===== src/rtl/uart_tx_arbiter.sv =====
// uart_tx_arbiter: round-robin arbiter that shares one UART TX channel between
// NUM_REQ byte-stream requesters. It is the only master on the UART register
// bus: it polls the status register for tx_buf_empty, then writes the granted
// requester's byte to the data register. An optional packet lock holds a grant
// until a byte tagged last is sent, so that packets do not interleave.
//
// Handshake: requester i presents req_valid[i] with req_data/req_last held
// stable. The byte is consumed in the single cycle where req_valid[i] and
// req_ready[i] are both high. req_ready is one-hot and lasts one cycle.
//
// UART bus read data is named bus_do because "do" is a reserved word.
module uart_tx_arbiter #(
  parameter int NUM_REQ      = 2,
  parameter int ID_W         = 1,
  parameter int LOCK_TIMEOUT = 4096
) (
  input  logic                 clk,
  input  logic                 reset,
  input  logic [NUM_REQ-1:0]   req_valid,
  input  logic [8*NUM_REQ-1:0] req_data,
  input  logic [NUM_REQ-1:0]   req_last,
  output logic [NUM_REQ-1:0]   req_ready,
  output logic                 grant_valid,
  output logic [ID_W-1:0]      grant_id,
  output logic                 cs,
  output logic                 data_reg,
  output logic                 wren,
  output logic [7:0]           di,
  input  logic [7:0]           bus_do,
  output logic [1:0]           state_dbg
);

  localparam int CNT_W = (LOCK_TIMEOUT > 1) ? $clog2(LOCK_TIMEOUT) : 1;

  typedef enum logic [1:0] {
    S_IDLE  = 2'd0,
    S_POLL  = 2'd1,
    S_WAIT  = 2'd2,
    S_WRITE = 2'd3
  } state_e;

  state_e             state_q, state_d;
  logic               cs_q, cs_d;
  logic               data_reg_q, data_reg_d;
  logic               wren_q, wren_d;
  logic [7:0]         di_q, di_d;
  logic [NUM_REQ-1:0] req_ready_q, req_ready_d;
  logic               grant_valid_q, grant_valid_d;
  logic [ID_W-1:0]    grant_id_q, grant_id_d;
  logic [ID_W-1:0]    rr_q, rr_d;
  logic               lock_q, lock_d;
  logic [CNT_W-1:0]   cnt_q, cnt_d;

  logic                 sel_valid;
  logic                 sel_last;
  logic [7:0]           sel_data;
  logic                 arb_found;
  logic [ID_W-1:0]      arb_id;
  logic [2*NUM_REQ-1:0] rot_valid;
  int                   arb_off;
  int                   arb_sum;

  // Only tx_buf_empty matters; RX status and the other bits are ignored.
  logic unused_do;
  assign unused_do = ^{bus_do[7:2], bus_do[0]};

  // Granted requester's inputs, and the round-robin pick starting at rr_q.
  always_comb begin
    sel_valid = 1'b0;
    sel_last  = 1'b0;
    sel_data  = 8'h00;
    for (int i = 0; i < NUM_REQ; i++) begin
      if (grant_id_q == ID_W'(i)) begin
        sel_valid = req_valid[i];
        sel_last  = req_last[i];
        sel_data  = req_data[8*i +: 8];
      end
    end
    rot_valid = {req_valid, req_valid} >> rr_q;
    arb_found = 1'b0;
    arb_off   = 0;
    for (int j = 0; j < NUM_REQ; j++) begin
      if (!arb_found && rot_valid[j]) begin
        arb_found = 1'b1;
        arb_off   = j;
      end
    end
    arb_sum = int'(rr_q) + arb_off;
    if (arb_sum >= NUM_REQ) arb_sum = arb_sum - NUM_REQ;
    arb_id = ID_W'(arb_sum);
  end

  // Next state and next registered bus outputs; outputs default to idle.
  always_comb begin
    state_d       = state_q;
    cs_d          = 1'b0;
    data_reg_d    = 1'b0;
    wren_d        = 1'b0;
    di_d          = 8'h00;
    req_ready_d   = '0;
    grant_valid_d = grant_valid_q;
    grant_id_d    = grant_id_q;
    rr_d          = rr_q;
    lock_d        = lock_q;
    cnt_d         = '0;
    case (state_q)
      S_IDLE: begin
        if (lock_q) begin
          if (sel_valid) begin
            state_d = S_POLL;
            cs_d    = 1'b1;
          end else if (LOCK_TIMEOUT != 0) begin
            if (cnt_q == CNT_W'(LOCK_TIMEOUT - 1)) begin
              lock_d        = 1'b0;
              grant_valid_d = 1'b0;
            end else begin
              cnt_d = cnt_q + 1'b1;
            end
          end
        end else if (arb_found) begin
          grant_id_d    = arb_id;
          grant_valid_d = 1'b1;
          state_d       = S_POLL;
          cs_d          = 1'b1;
        end
      end
      S_POLL: begin
        state_d = S_WAIT;
      end
      S_WAIT: begin
        if (bus_do[1]) begin
          // di_q doubles as the latched tx byte for the write cycle.
          state_d    = S_WRITE;
          cs_d       = 1'b1;
          wren_d     = 1'b1;
          data_reg_d = 1'b1;
          di_d       = sel_data;
          for (int i = 0; i < NUM_REQ; i++) begin
            req_ready_d[i] = (grant_id_q == ID_W'(i));
          end
        end else begin
          state_d = S_POLL;
          cs_d    = 1'b1;
        end
      end
      S_WRITE: begin
        state_d = S_IDLE;
        if (int'(grant_id_q) >= NUM_REQ - 1) rr_d = '0;
        else                                 rr_d = grant_id_q + ID_W'(1);
        if (sel_last) begin
          lock_d        = 1'b0;
          grant_valid_d = 1'b0;
        end else begin
          lock_d = 1'b1;
        end
      end
      default: state_d = S_IDLE;
    endcase
  end

  // All state and outputs registered; synchronous reset clears everything.
  always_ff @(posedge clk) begin
    if (reset) begin
      state_q       <= S_IDLE;
      cs_q          <= 1'b0;
      data_reg_q    <= 1'b0;
      wren_q        <= 1'b0;
      di_q          <= 8'h00;
      req_ready_q   <= '0;
      grant_valid_q <= 1'b0;
      grant_id_q    <= '0;
      rr_q          <= '0;
      lock_q        <= 1'b0;
      cnt_q         <= '0;
    end else begin
      state_q       <= state_d;
      cs_q          <= cs_d;
      data_reg_q    <= data_reg_d;
      wren_q        <= wren_d;
      di_q          <= di_d;
      req_ready_q   <= req_ready_d;
      grant_valid_q <= grant_valid_d;
      grant_id_q    <= grant_id_d;
      rr_q          <= rr_d;
      lock_q        <= lock_d;
      cnt_q         <= cnt_d;
    end
  end

  assign req_ready   = req_ready_q;
  assign grant_valid = grant_valid_q;
  assign grant_id    = grant_id_q;
  assign cs          = cs_q;
  assign data_reg    = data_reg_q;
  assign wren        = wren_q;
  assign di          = di_q;
  assign state_dbg   = state_q;

endmodule


===== config.mk =====
export PLATFORM = sky130hd
export DESIGN_NAME = uart_tx_arbiter
export DESIGN_NICKNAME = d
export VERILOG_FILES = /design/src/rtl/uart_tx_arbiter.sv
export SDC_FILE = /design/constraint.sdc
export NUM_CORES = 1
export LEC_CHECK = 0
export BUFFER_PORTS_ARGS = -buffer_cell sky130_fd_sc_hd__buf_2
export CORE_AREA = 2 2 57 59
export CTS_BUF_LIST = sky130_fd_sc_hd__clkbuf_4
export CTS_CLUSTER_DIAMETER = 80
export CTS_CLUSTER_SIZE = 16
export DETAILED_ROUTE_END_ITERATION = 6
export DIE_AREA = 0 0 59 61
export PLACE_DENSITY = 0.84
export SLEW_MARGIN = 15
export SYNTH_ARGS = -nofsm -noshare
export SYNTH_HDL_FRONTEND = slang
export SYNTH_SLANG_ARGS = --single-unit
export TNS_END_PERCENT = 50

===== constraint.sdc =====
create_clock -name clk -period 1.7 [get_ports clk]
set_input_delay 0.085 -clock clk [delete_from_list [all_inputs] [get_ports clk]]
set_output_delay 0.085 -clock clk [all_outputs]
set_load 0.005 [all_outputs]

After elaboration in Yosys (flattened, before gate mapping). Index checks and enable logic that the tools add are counted.

Bits in read-only memories: 0. Input bits: 30. Output and inout bits: 17. Word-level logic and storage cells: 70. Memory bits (writable): 0. Memories: 0. Register bits after elaboration: 30. Latch bits: 0.

Bitwise operators: 5. Magnitude comparators: 2. Div/mod/pow operators: 0. Reduce and logical (&&, ||, !) cells: 10. $add $sub $neg: 4. $mul: 0. Eq/ne operators: 9. Multiplexer cells: 29. Shifts and indexed selects: 1.

Operators with widths (count): $mux 1 (20); $add 12x1->12 const B (1); $eq 12x12->1 const B (1); $ne 3x3->1 const B (4); $mux 2 (4); $mux 8 (1); $pmux 2 s4 (1); $pmux 1 s2 (3); $not 1->1 (5); $reduce_and 5->1 (1); $reduce_or 5->1 (1); $eq 2x2->1 const B (2); $shr 4x1->2 (1); $reduce_and 3->1 (1); $reduce_or 3->1 (1); $add 1x1->2 (1); $eq 2x1->1 const B (1); $ge 2x2->1 const B (1); $logic_not 2->1 (1); $ne 2x2->1 const B (1); $reduce_and 2->1 (1); $reduce_bool 2->1 (1); $reduce_or 2->1 (1); $add 1x1->1 const B (1); 4 further kinds (4).

Depth between registers and ports, before layout.
Depth in word-level cells: 8. Gate-level depth with buffers: 7. Depth with buffers taken out: 6.

Worst setup path after synthesis. Ideal clock, no wire load.

Path kind: register to register. From: register state_q[0] (netlist: state_dbg[0]). To: register cnt_q[11]. Library setup time: 0.064 ns. Cell stages (with the launch flop): 8. Required time: 1.636 ns. Path buffers: 1. Period minus slack after synthesis: 1.565 ns. Data arrival time: 1.501 ns. Slack: 0.135 ns. Path through: dfxtp_1 -> inv_1 -> ha_1 -> nand2_1 -> or3b_1 -> a31o_1 -> buf_6 -> nor2_1.

Longest elaborated chain between the ends: 3.

RTL lines: start, declared (RTL line 42) `state_e state_q, state_d;`; start signal, assigned (RTL line 176) `state_q <= state_d;`; $logic_not 2->1 (RTL line 106) `case (state_q)`; $not 1->1 (no source line); $reduce_or 5->1 (no source line); end signal, assigned (RTL line 186) `cnt_q <= cnt_d;`; end, declared (RTL line 52) `logic [CNT_W-1:0] cnt_q, cnt_d;`.

Every way passes these cells. A chain may end at the register's enable or synchronous reset.

Worst setup path after layout.
From: register state_q[1] (netlist: state_dbg[1]). To: register cnt_q[5].

Same word-level chain as after synthesis.

==> flow_summary.ini <==
[synthesis]
yosys.area.top_type_share_pct = 46.56
synth-seq-cells = 30
synth_cell_types = 34
syn-instance-count = 140
avgSynthCellArea_sq_um = 9.214
netlist_area_sq_mm = 0.001290
syn_nets = 175
synthSimpleGateAreaFrac_pct = 21.63
synthAdderAreaFrac_pct = 4.850
synth-warning-count = 0
synthTopCellsByArea = dfxtp_1, mux2i_1, nor2_1, ha_1, xnor2_1
muxShareOfSynthArea_pct = 8.535
yosysTopAreaCell = dfxtp_1
yosysSeqAreaShare_pct = 46.56
post_synth_xor_area_fraction_pct = 6.790
synth_top_family_by_area = simple AND/OR/NAND/NOR gates
synth_compound_area_share_pct = 6.693

[floorplanning]
rows = 20
initial_core_util_pct = 43.69
die_h_um = 61
fp.dieArea_sq_mm = 0.003599
core_sq_mm = 0.002953
die_w_um = 59
pin_count = 47

[clocking]
numCtsBuffers = 5
clock_sinks = 30
cts.htree.levels = 2
clk_path_buf_depth = 2
cts_tree = done
clk_latency_ns = 0.34
cts_root_buf = clkbuf_4
clk_pin_slew_worst_paths_ns = 0.10
post_cts_buffers = 0

[timing]
skew_ns = 0.01225
finalSetupTns_ns = 0
relSlewSlack_pct = 76.40
max_freq_mhz = 635.0
fin_crit_ns = 1.575
holdWs_ns = 0.01312
fin_crit_sh_pct = 92.64
worstMarginPinSlew_ns = 0.3539
slew_violations = 0
setup_violations = 0
hold_violations = 0

[layout]
syn_to_final_growth_pct = 38.02
final_common_cell = buf_2
stdcell_count = 234
drive_gt1_share_pct = 26.87
nets = 235
final_cell_area_sq_mm = 0.001780
antenna_cells = 0
final_cell_mix = buf_2, dfxtp_1, nor2_1, dlygate4sd3_1, mux2i_1
n_fill_cell = 263

[routing]
ant_nets = 0
drt_iter0_markers = 21
wl_per_cell_um = 12.59
vias = 1160
via_per_inst = 4.957
firstDrtPassIters = 4
wirelength_um = 2947
drc = 0

[setup_path]
arrival_ns = 1.85
path_class = reg2reg
cp-start-kind = register
worstPathMaxFanout = 10
cp-end-kind = register
crit_required_ns = 1.97

[power]
powerDensity_mw_per_mm2 = 970.2
ir_drop_mv = 1.046
total_power_uw = 1727
leakage_uw = 0.0007651

[job]
max-cap-violations = 0

[global_routing]
grt_overflow = 0
grt_max_degree = 15
grt_pass1_vias = 1101
grt_pass1_wl_um = 4733
grtUsageTotal_pct = 17.90
grt_antenna_before_repair = 0

[placement]
post-place-cells = 212
dpl.hpwl_um = 1892
numPortBuffers = 39
gp_congestion = 0.8018
dpl-instance-area_sq_mm = 0.001530

[worst_hold_path]
hold_path.class = in2reg

[status]
outcome = complete, no violations
[final timing paths]
path / start / endpoint / slack, ns / depth (start not counted)
max: state_dbg[1] / cnt_q[5] / 0.13 / 6
min: req_data[6] / di[6] / 0.01 / 3
max reg2reg: state_dbg[1] / cnt_q[5] / 0.13 / 6
min reg2reg: cnt_q[0] / cnt_q[0] / 0.47 / 1
[what timing repair did]
item,4_1_cts,5_1_grt
hold endpoints to repair,7,0
hold buffers,14,0
resized for setup,0,2
endpoints found under the setup margin,0,10
[area by class of cell]
class / count / area (sq um) / share of cell area, %
multi-input cells: 98 / 634.4 / 35.63
flip-flops and latches: 30 / 600.6 / 33.73
repair buffers: 59 / 380.4 / 21.36
clock inverters: 3 / 63.81 / 3.584
well taps: 33 / 41.29 / 2.319
clock buffers: 5 / 37.54 / 2.108
inverters: 6 / 22.52 / 1.265
[logic make-up (layout without fill, tap and decap cells)]
logic type	after synthesis	count (layout)
muxes	11	11
DFF	30	30
adders and majority gates	5	5
AOI/OAI and AO/OA	13	13
xor gates and xnor gates	10	10
and+or+nand+nor	59	59
buffers and inverters	12	73
[sequential cells by signal, indices dropped and copies added, names as in the netlist]
name	count
wren	1
grant_valid	1
state_dbg	2
req_ready	2
cnt_q	12
cs	1
lock_q	1
grant_id	1
di	8
rr_q	1
[metrics by stage]
stage	worst slack, ns	utilization, %
2_1_floorplan	0.1354	-
3_3_place_gp	0.1128	51.82
3_5_place_dp	0.1006	51.82
4_1_cts	0.08159	60.00
5_1_grt	-0.01037	60.30
6_report	0.1251	60.30
[report_power, final]
group | internal [uW] | switching [uW] | leakage, uW
sequential | 731 | 15.6 | 0.000243
combinational | 152 | 126 | 0.000469
clock | 453 | 249 | 0.0000528
total | 1340 | 391 | 0.000765
[cells in the mapped netlist, drive strengths merged]
cell     n
xnor2    6
nand3    6
or3      1
dfxtp   30
or2      1
a221oi   1
nor2b    1
mux2i   11
ha       5
xor2     4
or3b     1
a31oi    1
o22ai    1
nor3     2
inv      6
a211oi   1
o21ai    2
nand4    2
nand3b   2
buf      3
nor2    28
a21oi    3
a31o     1
and2     1
o31ai    1
a32oi    1
nand2    8
nor4     2
and3     1
clkbuf   3
and4     2
o21a     1
nand2b   1
[layer usage]
metal	routed length [um]	share of wire [%]	global-route usage, %
met2	1608	55	31.11
met5	0	0	0
met3	96	3.3	6.823
met4	94	3.2	9.740
met1	1147	39	18.74
[critical path, stage by stage, from the launching register on]
cell and delay, ns:
dfxtp_1 0.32, inv_1 0.09, ha_1 0.22, nand2_1 0.09, or3b_1 0.42, a31o_4 0.27
nor2_1 0.10
Note: power is estimated with default switching activity, not from simulation.
